### config.mk
export PLATFORM = sky130hd
export DESIGN_NAME = commit_trace_buffer_flat
export DESIGN_NICKNAME = d
export VERILOG_FILES = /design/src/rtl/commit_trace_buffer_pkg.sv /design/src/rtl/commit_trace_buffer_if.sv /design/src/rtl/commit_trace_buffer_fifo_mem.sv /design/src/rtl/commit_trace_buffer.sv /design/src/flat_wrapper.sv
export SDC_FILE = /design/constraint.sdc
export NUM_CORES = 1
export LEC_CHECK = 0
export ABC_AREA = 1
export BUFFER_PORTS_ARGS = -buffer_cell sky130_fd_sc_hd__buf_4
export CORE_MARGIN = 2
export CORE_UTILIZATION = 49
export CTS_CLUSTER_DIAMETER = 100
export DETAILED_ROUTE_END_ITERATION = 8
export PLACE_DENSITY = 0.66
export SYNTH_ARGS = -nofsm -noshare
export SYNTH_HDL_FRONTEND = slang
export SYNTH_SLANG_ARGS = --single-unit
### constraint.sdc
create_clock -name clk -period 16.4 [get_ports clk]
set_clock_uncertainty 0.05 [all_clocks]
set_input_delay 0.82 -clock clk [delete_from_list [all_inputs] [get_ports clk]]
set_output_delay 0.82 -clock clk [all_outputs]
set_load 0.01 [all_outputs]
### src/rtl/commit_trace_buffer_pkg.sv
// rtl/commit_trace_buffer_pkg.sv - shared types for the commit trace buffer
package commit_trace_buffer_pkg;

    localparam int TRACE_SEQ_W = 32;

    typedef logic [31:0] addr_t;
    typedef logic [31:0] instr_t;
    typedef logic [31:0] data_t;
    typedef logic [4:0]  reg_idx_t;

    typedef struct packed {
        logic [TRACE_SEQ_W-1:0] seq;
        addr_t                  pc;
        instr_t                 instr;
        reg_idx_t               rd;
        logic                   rd_we;
        data_t                  rd_value;
        logic                   mem_we;
        addr_t                  mem_addr;
        data_t                  mem_data;
    } trace_rec_t;

    // x0 is hardwired to zero, so a "write" to it is not a real register update
    function automatic trace_rec_t make_rec(
        input logic [TRACE_SEQ_W-1:0] seq,
        input addr_t                  pc,
        input instr_t                 instr,
        input reg_idx_t               rd,
        input logic                   rd_we,
        input data_t                  rd_value,
        input logic                   mem_we,
        input addr_t                  mem_addr,
        input data_t                  mem_data
    );
        trace_rec_t r;
        r.seq      = seq;
        r.pc       = pc;
        r.instr    = instr;
        r.rd       = rd;
        r.rd_we    = rd_we & (rd != 5'd0);
        r.rd_value = rd_value;
        r.mem_we   = mem_we;
        r.mem_addr = mem_addr;
        r.mem_data = mem_data;
        return r;
    endfunction

endpackage

### src/rtl/commit_trace_buffer_if.sv
// rtl/commit_trace_buffer_if.sv - commit input and trace output handshake bundle
interface commit_trace_buffer_if;
    import commit_trace_buffer_pkg::*;

    logic       commit_valid;
    addr_t      commit_pc;
    instr_t     commit_instr;
    reg_idx_t   commit_rd;
    logic       commit_rd_we;
    data_t      commit_rd_value;
    logic       commit_mem_we;
    addr_t      commit_mem_addr;
    data_t      commit_mem_data;

    logic       trace_valid;
    logic       trace_ready;
    trace_rec_t trace_rec;

    // core / consumer side
    modport master (
        output commit_valid, commit_pc, commit_instr, commit_rd, commit_rd_we,
               commit_rd_value, commit_mem_we, commit_mem_addr, commit_mem_data,
        output trace_ready,
        input  trace_valid, trace_rec
    );

    // trace buffer side
    modport slave (
        input  commit_valid, commit_pc, commit_instr, commit_rd, commit_rd_we,
               commit_rd_value, commit_mem_we, commit_mem_addr, commit_mem_data,
        input  trace_ready,
        output trace_valid, trace_rec
    );
endinterface

### src/rtl/commit_trace_buffer_fifo_mem.sv
// rtl/commit_trace_buffer_fifo_mem.sv - record storage, one write port, async read
module commit_trace_buffer_fifo_mem
    import commit_trace_buffer_pkg::*;
#(
    parameter int DEPTH = 8
) (
    input  logic                     clk,
    input  logic                     we,
    input  logic [$clog2(DEPTH)-1:0] waddr,
    input  trace_rec_t               wdata,
    input  logic [$clog2(DEPTH)-1:0] raddr,
    output trace_rec_t               rdata
);

    trace_rec_t mem [DEPTH];

    // storage is deliberately not reset; the top masks the head while empty
    always_ff @(posedge clk) begin
        if (we) begin
            mem[waddr] <= wdata;
        end
    end

    assign rdata = mem[raddr];

endmodule

### src/rtl/commit_trace_buffer.sv
// rtl/commit_trace_buffer.sv - retire trace capture FIFO with sequence stamping
module commit_trace_buffer
    import commit_trace_buffer_pkg::*;
#(
    parameter int DEPTH  = 8,
    parameter int SEQ_W  = TRACE_SEQ_W,
    parameter int DROP_W = 16
) (
    input  logic                     clk,
    input  logic                     reset_n,
    input  logic                     flush,
    commit_trace_buffer_if.slave     bus,
    output logic [$clog2(DEPTH):0]   fill_level,
    output logic [DROP_W-1:0]        drop_count
);

    localparam int AW = $clog2(DEPTH);
    localparam int PW = AW + 1;

    logic [PW-1:0]    wr_ptr;
    logic [PW-1:0]    rd_ptr;
    logic [SEQ_W-1:0] seq_cnt;
    logic             empty;
    logic             full;
    logic             push;
    logic             pop;
    logic             drop;
    trace_rec_t       wdata;
    trace_rec_t       rdata;

    // extra pointer MSB distinguishes full from empty when the low bits match
    always_comb begin
        empty = (wr_ptr == rd_ptr);
        full  = (wr_ptr[AW] != rd_ptr[AW]) && (wr_ptr[AW-1:0] == rd_ptr[AW-1:0]);
        pop   = !empty && bus.trace_ready && !flush;
        push  = bus.commit_valid && (!full || pop) && !flush;
        drop  = bus.commit_valid && full && !pop && !flush;
        wdata = make_rec(TRACE_SEQ_W'(seq_cnt), bus.commit_pc, bus.commit_instr,
                         bus.commit_rd, bus.commit_rd_we, bus.commit_rd_value,
                         bus.commit_mem_we, bus.commit_mem_addr, bus.commit_mem_data);
    end

    commit_trace_buffer_fifo_mem #(
        .DEPTH (DEPTH)
    ) u_mem (
        .clk   (clk),
        .we    (push),
        .waddr (wr_ptr[AW-1:0]),
        .wdata (wdata),
        .raddr (rd_ptr[AW-1:0]),
        .rdata (rdata)
    );

    // pointer advance; flush empties the queue without touching storage
    always_ff @(posedge clk or negedge reset_n) begin
        if (!reset_n) begin
            wr_ptr <= '0;
            rd_ptr <= '0;
        end else if (flush) begin
            wr_ptr <= '0;
            rd_ptr <= '0;
        end else begin
            if (push) wr_ptr <= wr_ptr + PW'(1);
            if (pop)  rd_ptr <= rd_ptr + PW'(1);
        end
    end

    // every retire consumes a number, so gaps downstream reveal lost records
    always_ff @(posedge clk or negedge reset_n) begin
        if (!reset_n) begin
            seq_cnt <= '0;
        end else if (bus.commit_valid) begin
            seq_cnt <= seq_cnt + SEQ_W'(1);
        end
    end

    // saturating count of records refused by a full queue
    always_ff @(posedge clk or negedge reset_n) begin
        if (!reset_n) begin
            drop_count <= '0;
        end else if (drop && (drop_count != {DROP_W{1'b1}})) begin
            drop_count <= drop_count + DROP_W'(1);
        end
    end

    // show-ahead head; zeroed while empty so stale storage never appears
    always_comb begin
        fill_level      = wr_ptr - rd_ptr;
        bus.trace_valid = !empty;
        bus.trace_rec   = empty ? '0 : rdata;
    end

endmodule

### src/flat_wrapper.sv
// flat-port wrapper written by rule: the top's interface ports become plain ports
module commit_trace_buffer_flat import commit_trace_buffer_pkg::*;
#(
    parameter int DEPTH  = 8,
    parameter int SEQ_W  = TRACE_SEQ_W,
    parameter int DROP_W = 16
)
  (clk, reset_n, flush, fill_level, drop_count, bus_commit_valid, bus_commit_pc, bus_commit_instr, bus_commit_rd, bus_commit_rd_we, bus_commit_rd_value, bus_commit_mem_we, bus_commit_mem_addr, bus_commit_mem_data, bus_trace_ready, bus_trace_valid, bus_trace_rec);
  commit_trace_buffer_if bus_i ();
  input  logic clk;
  input  logic reset_n;
  input  logic flush;
  output logic [$clog2(DEPTH):0] fill_level;
  output logic [DROP_W-1:0] drop_count;
  input wire logic [$bits(bus_i.commit_valid)-1:0] bus_commit_valid;
  input wire logic [$bits(bus_i.commit_pc)-1:0] bus_commit_pc;
  input wire logic [$bits(bus_i.commit_instr)-1:0] bus_commit_instr;
  input wire logic [$bits(bus_i.commit_rd)-1:0] bus_commit_rd;
  input wire logic [$bits(bus_i.commit_rd_we)-1:0] bus_commit_rd_we;
  input wire logic [$bits(bus_i.commit_rd_value)-1:0] bus_commit_rd_value;
  input wire logic [$bits(bus_i.commit_mem_we)-1:0] bus_commit_mem_we;
  input wire logic [$bits(bus_i.commit_mem_addr)-1:0] bus_commit_mem_addr;
  input wire logic [$bits(bus_i.commit_mem_data)-1:0] bus_commit_mem_data;
  input wire logic [$bits(bus_i.trace_ready)-1:0] bus_trace_ready;
  output wire logic [$bits(bus_i.trace_valid)-1:0] bus_trace_valid;
  output wire logic [$bits(bus_i.trace_rec)-1:0] bus_trace_rec;
  assign bus_i.commit_valid = bus_commit_valid;
  assign bus_i.commit_pc = bus_commit_pc;
  assign bus_i.commit_instr = bus_commit_instr;
  assign bus_i.commit_rd = bus_commit_rd;
  assign bus_i.commit_rd_we = bus_commit_rd_we;
  assign bus_i.commit_rd_value = bus_commit_rd_value;
  assign bus_i.commit_mem_we = bus_commit_mem_we;
  assign bus_i.commit_mem_addr = bus_commit_mem_addr;
  assign bus_i.commit_mem_data = bus_commit_mem_data;
  assign bus_i.trace_ready = bus_trace_ready;
  assign bus_trace_valid = bus_i.trace_valid;
  assign bus_trace_rec = bus_i.trace_rec;
  commit_trace_buffer #(.DEPTH(DEPTH), .SEQ_W(SEQ_W), .DROP_W(DROP_W)) u_core (.clk(clk), .reset_n(reset_n), .flush(flush), .bus(bus_i), .fill_level(fill_level), .drop_count(drop_count));
endmodule
==> Yosys cells after proc, flatten, opt, wreduce, memory -nomap -nowiden <==
Memory sizes are Yosys's and may differ from the RTL's.
Cells that the tools add are included.
{ "word_totals": {"mem_bits_rw": 1592, "input_bits": 172, "mem_count": 1, "reg_bits": 56, "out_inout_bits": 220} }
{ "op_classes": {"addsub": 5, "n_bitwise": 1, "reduce_logical": 17, "n_mux": 7, "n_eq_ne": 4} }
{ "memory_table": {"columns": ["memory", "depth", "word_bits", "rd", "rd_clocked_by_memory_dff", "write_ports", "line_no", "source"], "rows": [
  ["u_core.u_mem.mem", 8, 199, 1, 0, 1, "commit_trace_buffer_fifo_mem.sv:15", "trace_rec_t mem [DEPTH];"]
]} }
{ "ops": {"columns": ["op", "n"], "rows": [
  ["$mux 199", 1],
  ["$add 32x1->32 const B", 1],
  ["$add 16x1->16 const B", 1],
  ["$mux 4", 4],
  ["$ne 16x16->1 const B", 1],
  ["$logic_and 1x1->1", 9],
  ["$add 4x1->4 const B", 2],
  ["$reduce_bool 5->1", 1],
  ["$eq 4x4->1", 1],
  ["$logic_not 1->1", 4],
  ["$reduce_bool 2->1", 2],
  ["$sub 4x4->4", 1],
  ["$eq 3x3->1", 1],
  ["$mux 1", 2],
  ["$and 1x1->1", 1],
  ["$logic_or 1x1->1", 1],
  ["$ne 1x1->1", 1]
]} }

==> Logic depth before layout (Yosys ltp) <==
Gate-level depths: netlist (run 1).
{ "logic_depth": {"word_depth": 9, "depth_mapped": 13, "mapped_depth_nobuf": 11} }

==> Modules after synthesis <==
Synthesis (run 1) repeated with hierarchy kept, for this count alone.
{ "unflattened": {"hier_cells": 7768, "hier_area_um2": 74179.9} }
{ "by_module_without_submodules": {"columns": ["module", "n_inst", "area_per_inst_um2", "cells_per_inst", "seq_area_each_um2"], "rows": [
  ["commit_trace_buffer_fifo_mem", 1, 69242.7, 6895, 47805.8],
  ["commit_trace_buffer", 1, 4937.2, 873, 1401.3]
]} }

==> Worst setup path after synthesis (run 1) <==
Ideal clock, no wire load.
{ "synth_path": {"path_type": "flip-flop to flip-flop", "start": "register u_core.rd_ptr[1]", "end": "memory u_core.u_mem.mem[2][0] in the netlist's numbering, enable pin", "t_arrival_ns": 10.085, "synth_period_minus_slack_ns": 10.898, "t_required_ns": 15.588, "setup_time_ns": 0.762, "slack_ns": 5.502, "stages_incl_launch_ff": 12, "path_cell_list": "dfrtp_1 > inv_1 > clkbuf_1 > clkbuf_1 > ha_1 > nand2_1 > nor2_1 > o211ai_1 > nand2_1 > inv_1 > nand3_1 > nor2_1"} }
{ "synth_via": {"elab_chain_len": 9, "word_cells_on_any_way": 12, "classes_between": "eq/ne (2); mux (2); reduce/logical (8)"} }
{ "synth_lines": {"columns": ["item", "line_no", "source"], "rows": [
  ["start, declared", "commit_trace_buffer.sv:21", "logic [PW-1:0] rd_ptr;"],
  ["start signal, assigned", "commit_trace_buffer.sv:64", "if (pop) rd_ptr <= rd_ptr + PW'(1);"],
  ["$eq 4x4->1", "commit_trace_buffer.sv:33", "empty = (wr_ptr == rd_ptr);"],
  ["$logic_not 1->1", "commit_trace_buffer.sv:35", "pop = !empty && bus.trace_ready && !flush;"],
  ["$logic_and 1x1->1 (2 in series)", "commit_trace_buffer.sv:35", null],
  ["$logic_or 1x1->1 *", "commit_trace_buffer.sv:36", "push = bus.commit_valid && (!full || pop) && !flush;"],
  ["$logic_and 1x1->1 * (2 in series)", "commit_trace_buffer.sv:36", null],
  ["$mux 1 *", "commit_trace_buffer_fifo_mem.sv:19", "if (we) begin"],
  ["$mux 1 (not written as such) *", "commit_trace_buffer_fifo_mem.sv:20", "mem[waddr] <= wdata;"],
  ["end, declared", "commit_trace_buffer_fifo_mem.sv:15", null]
]} }
Every way passes the cells marked *; elsewhere a longest branch is shown, timed or not.

==> Worst setup path in the final report (run 1) <==
{ "layout_path": {"start": "register u_core.rd_ptr[0]", "end": "output bus_trace_rec[168]"} }
{ "layout_via": {"elab_chain_len": 2, "word_cells_on_any_way": 3, "classes_between": "eq/ne (1); mux (1); memory (1)"} }
{ "layout_lines": {"columns": ["item", "line_no", "source"], "rows": [
  ["$mem_v2 8x199 / $eq 4x4->1 (equally long branches)", null, null],
  ["$mux 199 *", "commit_trace_buffer.sv:90", "bus.trace_rec = empty ? '0 : rdata;"],
  ["end, declared", "flat_wrapper.sv:26", "output wire logic [$bits(bus_i.trace_rec)-1:0] bus_trace_rec;"]
]} }
Marks and branches as above.

==> flow_metrics.py, run 1 <==
metrics = {
    "die": {
        "core_area_sq_um": 133100,
        "rows": 134,
        "start_util_pct": 49.30,
        "die_h_um": 370.0,
        "die-area_sq_um": 136900,
        "dieWidth_um": 370.0,
        "num_io_pins": 392,
    },
    "setup_path": {
        "cp-start-kind": "flip-flop",
        "r2r_slack_ps": 10770,
        "max_stage_delay_ps": 900,
        "path_buf_inv": 4,
        "cp_num_cells": 10,
        "timing.rr.start": "u_core.rd_ptr[0]$_DFFE_PN0P_",
        "critical_path_class": "reg -> out",
        "cp_cell_sequence": "buf_12 > buf_4 > buf_4 > nor2_1 > nor2_1 > o21ai_0 > o211ai_1 > nand2_1 > nor2_1 > buf_4",
        "crit_fanout": 217,
        "slowest_stage": "buf_4",
        "critPathCaptureType": "output port",
        "reg2reg_depth": 11,
        "crit_arrival_ps": 5570,
        "reg2reg_to": "u_core.u_mem.mem[6][135]$_DFFE_PP_",
        "required_ps": 15530,
        "crit_family": "buffers and inverters",
    },
    "timing": {
        "rsz0062_at_grt": "no",
        "relSlewSlack_pct": -2.051,
        "hold_viol": 0,
        "setup_violations": 0,
        "fin_setup_tns_ps": 0,
        "period_needed_ps": 6440,
        "setup_ws_ps": 9960,
        "worst_hold_slack_ps": 191.8,
        "final_max_slew_viol_count": 42,
        "finalCritPeriodShare_pct": 39.27,
        "fmax_ghz": 0.1553,
        "worst_pin_slew_ps": 1531,
    },
    "power_and_ir_drop": {
        "powerDensity_nw_per_um2": 134.4,
        "ir_drop_uv": 97.56,
        "power.leakage_uw": 0.02570,
    },
    "detailed_routing": {
        "ant_nets": 0,
        "vias": 41420,
        "drt_iter0_markers": 4401,
        "drt_wl_total_mm": 156.6,
        "wl_per_cell_um": 21.15,
        "first_pass_iters": 5,
        "vias_per_cell": 5.594,
        "drc": 0,
    },
    "clock_tree": {
        "h-tree-depth": 4,
        "max-clock-path-buffers": 3,
        "clockRootBuffer": "clkbuf_16",
        "cts_made_buffers": 166,
        "worstSkewPairLatency_ps": 810,
        "clk_pin_slew_ps": 60,
        "cts_resized": 0,
        "clock-sinks": 1648,
        "cts_tree": "yes",
    },
    "global_route": {
        "grt_pass1_wl_mm": 237.2,
        "gr-usage-met3_pct": 4.111,
        "gr-total-overflow": 0,
        "grt_util_all_layers_pct": 22.52,
        "grt_max_degree": 235,
        "grt_pass1_vias": 39350,
        "grtUsageMet2_pct": 35.87,
        "use_met1_pct": 31.66,
        "grt-busiest-layer": "met2",
        "antenna_found_initial": 13,
    },
    "logic_synthesis": {
        "synth_area_sq_um": 65630,
        "ys_types": 34,
        "synth_common_cells": "edfxtp_1 (1592), nor2_1 (1468), o21ai_0 (696), nand2_1 (414), o211ai_1 (200)",
        "ys_warn_count": 0,
        "ys_seq_elements": 1648,
        "synth_cells": 5221,
        "yosysTopAreaCell": "edfxtp_1",
        "yosysSeqAreaShare_pct": 74.98,
        "synthTopCellsByArea": "edfxtp_1 (73%), nor2_1 (8.4%), o21ai_0 (5.3%)",
        "synth-main-ff-cell": "edfxtp_1",
        "synth_edf_count": 1592,
        "avgSynthCellArea_sq_um": 12.57,
        "synth_top_area_share_pct": 72.85,
        "synth_nets": 5401,
        "yosysMostFrequentCell": "edfxtp_1",
        "ys_async_sr_fraction_pct": 3.398,
    },
    "min_path": {
        "hold_start": "bus_commit_instr[13]",
        "hold_class": "in -> reg",
        "min_to": "u_core.u_mem.mem[1][116]$_DFFE_PP_",
        "min_path_cells": 1,
    },
    "run_status": {
        "status": "finished with violations",
        "violations": "max-slew violations",
    },
    "layout": {
        "fillers": 10710,
        "multiInputGateArea_sq_um": 14610,
        "areaGrowthSynthToFinish_pct": 14.20,
        "nets": 5675,
        "finalCoreUtilization_pct": 56.30,
        "drive_above_1_share_pct": 12.20,
        "ff_latch_area_sq_um": 49220,
        "fin_cells": 7404,
    },
    "place": {
        "dp_hpwl_mm": 80.94,
        "post-place-ws_ps": 10540,
        "port_buffers": 391,
        "place.gp.congestion": 0.8189,
        "dp.cells": 7094,
    },
    "run": {
        "drv_cap": 0,
    },
}
==> worst register-to-register path, stage by stage, from the launching register on <==
cell,delay [ps]
dfrtp_4,870
buf_12,570
ha_1,370
inv_1,90
nor2_1,100
o211ai_1,130
nand2_1,100
inv_1,120
nand3_1,270
nor2_4,890
buf_12,720
buf_4,930
==> placed cells by master, fill, tap and decap left out, types with 25 or more instances in the layout <==
cell,count
o21ai_1,109
o211ai_1,200
nand2_1,413
clkbuf_1,41
clkbuf_16,168
nor2_1,1460
o22ai_1,199
o21ai_0,696
clkinv_1,31
nand3_1,31
edfxtp_1,1592
inv_1,52
clkinv_2,25
buf_4,432
dfrtp_1,53
==> what timing repair did <==
item,4_1_cts,5_1_grt
hold endpoints to repair,8,0
setup buffers,0,0
hold buffers,1,0
endpoints found under the setup margin,0,0
==> cell type report <==
cell class / count / area share [%]
Multi-Input combinational cell: 3182 / 19.49
Antenna cell: 11 / 0.03673
Tap cell: 1768 / 2.952
Clock inverter: 78 / 0.9516
Sequential cell: 1648 / 65.67
Timing Repair Buffer: 442 / 4.581
Clock buffer: 220 / 6.017
Inverter: 55 / 0.2955
==> per-layer routing <==
metal  part of all wire, %  vias to the layer above
li1                      -                    19320
met1                    43                    20570
met2                    48                     1298
met3                   6.4                      215
met4                   2.4                       10
met5                 0.040                        -
==> power by group <==
group          internal [uW]  switching (uW)  total [uW]  leakage (uW)
registers               4690            57.8        4750        0.0151
clock network           2070            1560        3630       0.00255
logic                    563            1130        1690       0.00809
==> logic make-up after synthesis <==
kind of cell	synth area share, %
AOI/OAI and AO/OA	10.39
xor gates and xnor gates	0.4004
adders and majority gates	0.1640
buffers and inverters	2.862
DFF	74.98
and+or+nand+nor	11.20
==> stage by stage <==
stage,total power (uW),area (sq um)
6_report,10070,74940
5_1_grt,10490,74940
4_1_cts,10150,74920
3_5_place_dp,6540,69680
3_3_place_gp,6520,69680
2_1_floorplan,5864,65630
==> flip-flops by register name (all words and copies together) (netlist names) <==
| register | count |
|---|---|
| u_core.rd_ptr | 4 |
| u_core.seq_cnt | 32 |
| u_core.u_mem.mem | 1592 |
| u_core.wr_ptr | 4 |
| u_core.drop_count | 16 |
==> worst max path at each step <==
stage                                 startpoint                                 end
finish              u_core.rd_ptr[0]$_DFFE_PN0P_                  bus_trace_rec[168]
global route        u_core.rd_ptr[0]$_DFFE_PN0P_                  bus_trace_rec[188]
CTS                 u_core.rd_ptr[0]$_DFFE_PN0P_                   bus_trace_rec[19]
detailed placement  u_core.rd_ptr[0]$_DFFE_PN0P_  u_core.u_mem.mem[6][157]$_DFFE_PP_
global placement    u_core.rd_ptr[0]$_DFFE_PN0P_  u_core.u_mem.mem[6][160]$_DFFE_PP_
floorplan           u_core.rd_ptr[1]$_DFFE_PN0P_    u_core.u_mem.mem[2][0]$_DFFE_PP_
Note: power is estimated with default switching activity, not from simulation.
==> run 2, diff against run 1 <==
--- a/config.mk
+++ b/config.mk
@@ -5,13 +5,13 @@
 export SDC_FILE = /design/constraint.sdc
 export NUM_CORES = 1
 export LEC_CHECK = 0
-export ABC_AREA = 1
+export ABC_AREA = 0
 export BUFFER_PORTS_ARGS = -buffer_cell sky130_fd_sc_hd__buf_4
 export CORE_MARGIN = 2
 export CORE_UTILIZATION = 49
 export CTS_CLUSTER_DIAMETER = 100
 export DETAILED_ROUTE_END_ITERATION = 8
-export PLACE_DENSITY = 0.66
+export PLACE_DENSITY = 0.67
 export SYNTH_ARGS = -nofsm -noshare
 export SYNTH_HDL_FRONTEND = slang
 export SYNTH_SLANG_ARGS = --single-unit
==> constraint.sdc (replaced) <==
create_clock -name clk -period 6.3 [get_ports clk]
set_clock_uncertainty 0.05 [all_clocks]
set_input_delay 0.315 -clock clk [delete_from_list [all_inputs] [get_ports clk]]
set_output_delay 0.315 -clock clk [all_outputs]
set_load 0.01 [all_outputs]
==> run 2 against run 1 <==
The flow now finishes without violations; clock power grew to 2.6 times the previous value; routed wire length is 11% lower; cell count is 27% lower; count of clock-buffer cells in the layout is 9 lower; via count is 25% lower; sequential cell count stayed put; critical path type unchanged; largest cell class unchanged; largest power group unchanged.
==> flow_metrics.py, run 2 <==
metrics = {
    "logic_synthesis": {
        "synth-main-ff-cell": "edfxtp_1",
        "yosysSeqAreaShare_pct": 78.52,
        "ys_seq_elements": 1648,
        "yosysTopAreaCell": "edfxtp_1",
        "yosysMostFrequentCell": "edfxtp_1",
        "synthTopCellsByArea": "edfxtp_1 (76%), mux4_2 (14%), nand2_1 (2.5%)",
        "synth_area_sq_um": 62670,
        "synth_common_cells": "edfxtp_1 (1592), nand2_1 (424), mux4_2 (398), a21oi_1 (202), clkbuf_1 (71)",
        "synth_edf_count": 1592,
        "ys_types": 42,
        "avgSynthCellArea_sq_um": 20.89,
        "synth_nets": 3180,
        "ys_async_sr_fraction_pct": 3.398,
        "synth_top_area_share_pct": 76.28,
        "ys_warn_count": 0,
        "synth_cells": 3000,
    },
    "die": {
        "die-area_sq_um": 130800,
        "core_area_sq_um": 127200,
        "num_io_pins": 392,
        "start_util_pct": 49.27,
        "dieWidth_um": 361.6,
        "rows": 131,
        "die_h_um": 361.6,
    },
    "clock_tree": {
        "cts_hold_buf": 172,
        "h-tree-depth": 4,
        "cts_resized": 0,
        "cts_setup_buffers": 0,
        "cts_tree": "yes",
        "cts_made_buffers": 167,
        "clk_pin_slew_ps": 60,
        "worstSkewPairLatency_ps": 790,
        "clockRootBuffer": "clkbuf_16",
        "clock-sinks": 1648,
        "max-clock-path-buffers": 3,
    },
    "detailed_routing": {
        "drt_wl_total_mm": 138.7,
        "vias": 31010,
        "wl_per_cell_um": 25.63,
        "vias_per_cell": 5.728,
        "ant_nets": 0,
        "drc": 0,
        "drt_iter0_markers": 2960,
        "first_pass_iters": 5,
    },
    "global_route": {
        "grt_max_degree": 148,
        "grt_util_all_layers_pct": 21.25,
        "gr-total-overflow": 0,
        "grt_pass1_wl_mm": 206.0,
        "grt_pass1_vias": 32190,
        "antenna_found_initial": 7,
    },
    "layout": {
        "layout_common_cells": "edfxtp_1 (1592), nand2_1 (423), buf_4 (408), mux4_2 (398), a21oi_1 (202)",
        "fin_cells": 5413,
        "nets": 3794,
        "drive_above_1_share_pct": 29.09,
        "design_area_sq_um": 74760,
        "final_common_cell": "edfxtp_1",
        "largestRegisters": "u_core.u_mem.mem x1592, u_core.seq_cnt x32, u_core.drop_count x16",
        "largest_reg_flops": 1592,
        "areaGrowthSynthToFinish_pct": 19.29,
        "regMostFlops": "u_core.u_mem.mem",
        "fillers": 9150,
    },
    "power_and_ir_drop": {
        "powerDensity_nw_per_um2": 346.7,
        "ir_drop_uv": 250.7,
        "power.leakage_uw": 0.02427,
    },
    "place": {
        "dp_hpwl_mm": 71.74,
        "dp.cells": 4935,
        "post-place-ws_ps": 1798,
        "postPlaceCellArea_sq_um": 67740,
        "port_buffers": 391,
        "place.gp.congestion": 0.7468,
    },
    "timing": {
        "relSlewSlack_pct": 15.60,
        "setup_ws_ps": 1448,
        "fmax_ghz": 0.2061,
        "setup_violations": 0,
        "period_needed_ps": 4852,
        "worst_pin_slew_ps": 1262,
        "worst_hold_slack_ps": 75.65,
        "final_max_slew_viol_count": 0,
        "hold_viol": 0,
        "rsz0062_at_grt": "no",
        "finalCritPeriodShare_pct": 77.01,
    },
    "min_path": {
        "hold_class": "in -> async",
    },
    "setup_path": {
        "r2r_slack_ps": 1880,
        "cp-start-kind": "flip-flop",
        "required_ps": 5930,
        "critical_path_class": "reg -> out",
        "cpMostUsedCell": "buf_4",
        "cp_cell_sequence": "inv_8 > buf_4 > buf_4 > nand2_1 > a21oi_1 > buf_4",
        "critPathCaptureType": "output port",
        "crit_family": "buffers and inverters",
        "path_buf_inv": 4,
        "slowest_stage": "buf_4",
        "max_stage_delay_ps": 820,
        "crit_arrival_ps": 4490,
        "crit_fanout": 80,
    },
    "run": {
        "drv_cap": 0,
    },
    "run_status": {
        "status": "finished clean",
    },
}
run 2: through the flow:
step                util, %  total power (uW)  setup TNS [ps]
floorplan                 -             14970        -1073320
finish                58.77             25920               0
global placement      53.26             16590               0
CTS                   58.77             26210               0
global route          58.77             26850               0
detailed placement    53.26             16610               0
run 2: per-layer routing:
metal	global-route usage, %	part of all wire, %
met2	35.34	51
met3	3.429	5.4
met1	29.26	42
met4	6.364	2.2
met5	0	0.045
run 2: worst paths after layout:
check / startpoint / to / cells past startpoint
worst max-delay path: u_core.rd_ptr[2]$_DFFE_PN0P_ / bus_trace_rec[112] / 6
worst min-delay path: reset_n / u_core.seq_cnt[24]$_DFFE_PN0P_ / 2
worst max register to register: u_core.rd_ptr[2]$_DFFE_PN0P_ / u_core.u_mem.mem[0][95]$_DFFE_PP_ / 7
worst min register to register: u_core.drop_count[15]$_DFFE_PN0P_ / u_core.drop_count[15]$_DFFE_PN0P_ / 1
max in group asynchronous: reset_n / u_core.rd_ptr[0]$_DFFE_PN0P_ / 2
min in group clk: bus_commit_rd_value[18] / u_core.u_mem.mem[5][83]$_DFFE_PP_ / 2
run 2: kinds of logic (layout without fill, tap and decap cells):
logic type | Yosys count | after routing | synth area share [%]
AOI/OAI and AO/OA | 208 | 208 | 1.685
xor gates and xnor gates | 54 | 54 | 0.7667
adders and majority gates | 8 | 8 | 0.1717
buffers and inverters | 171 | 918 | 1.156
DFF | 1648 | 1648 | 78.52
muxes | 401 | 401 | 14.36
other | 0 | 4 | 0
and+or+nand+nor | 510 | 510 | 3.344
run 2: cell type report:
cell class | count | area [sq um] | share of cell area [%]
multi-input combinational | 1181 | 12840 | 17.18
clock inverter | 91 | 829.5 | 1.110
antenna | 4 | 10.01 | 0.01339
inverter | 12 | 52.55 | 0.07030
sequential | 1648 | 49220 | 65.84
timing repair buffer | 604 | 5265 | 7.043
tap | 1662 | 2079 | 2.782
clock buffer | 211 | 4457 | 5.962
run 2: power breakdown:
part,internal [uW],leakage (uW),switching [uW]
combinational,1920,0.00668,2100
sequential,12200,0.0150,154
clock,5450,0.00259,4070
total,19600,0.0243,6320
run 2: worst register-to-register path, delay by kind of cell, from the launching register on:
kind                       cells  cell delay (ps)
DFF                            1              930
and+or+nand+nor                4             1670
buffers and inverters          2              820
adders and majority gates      1              530
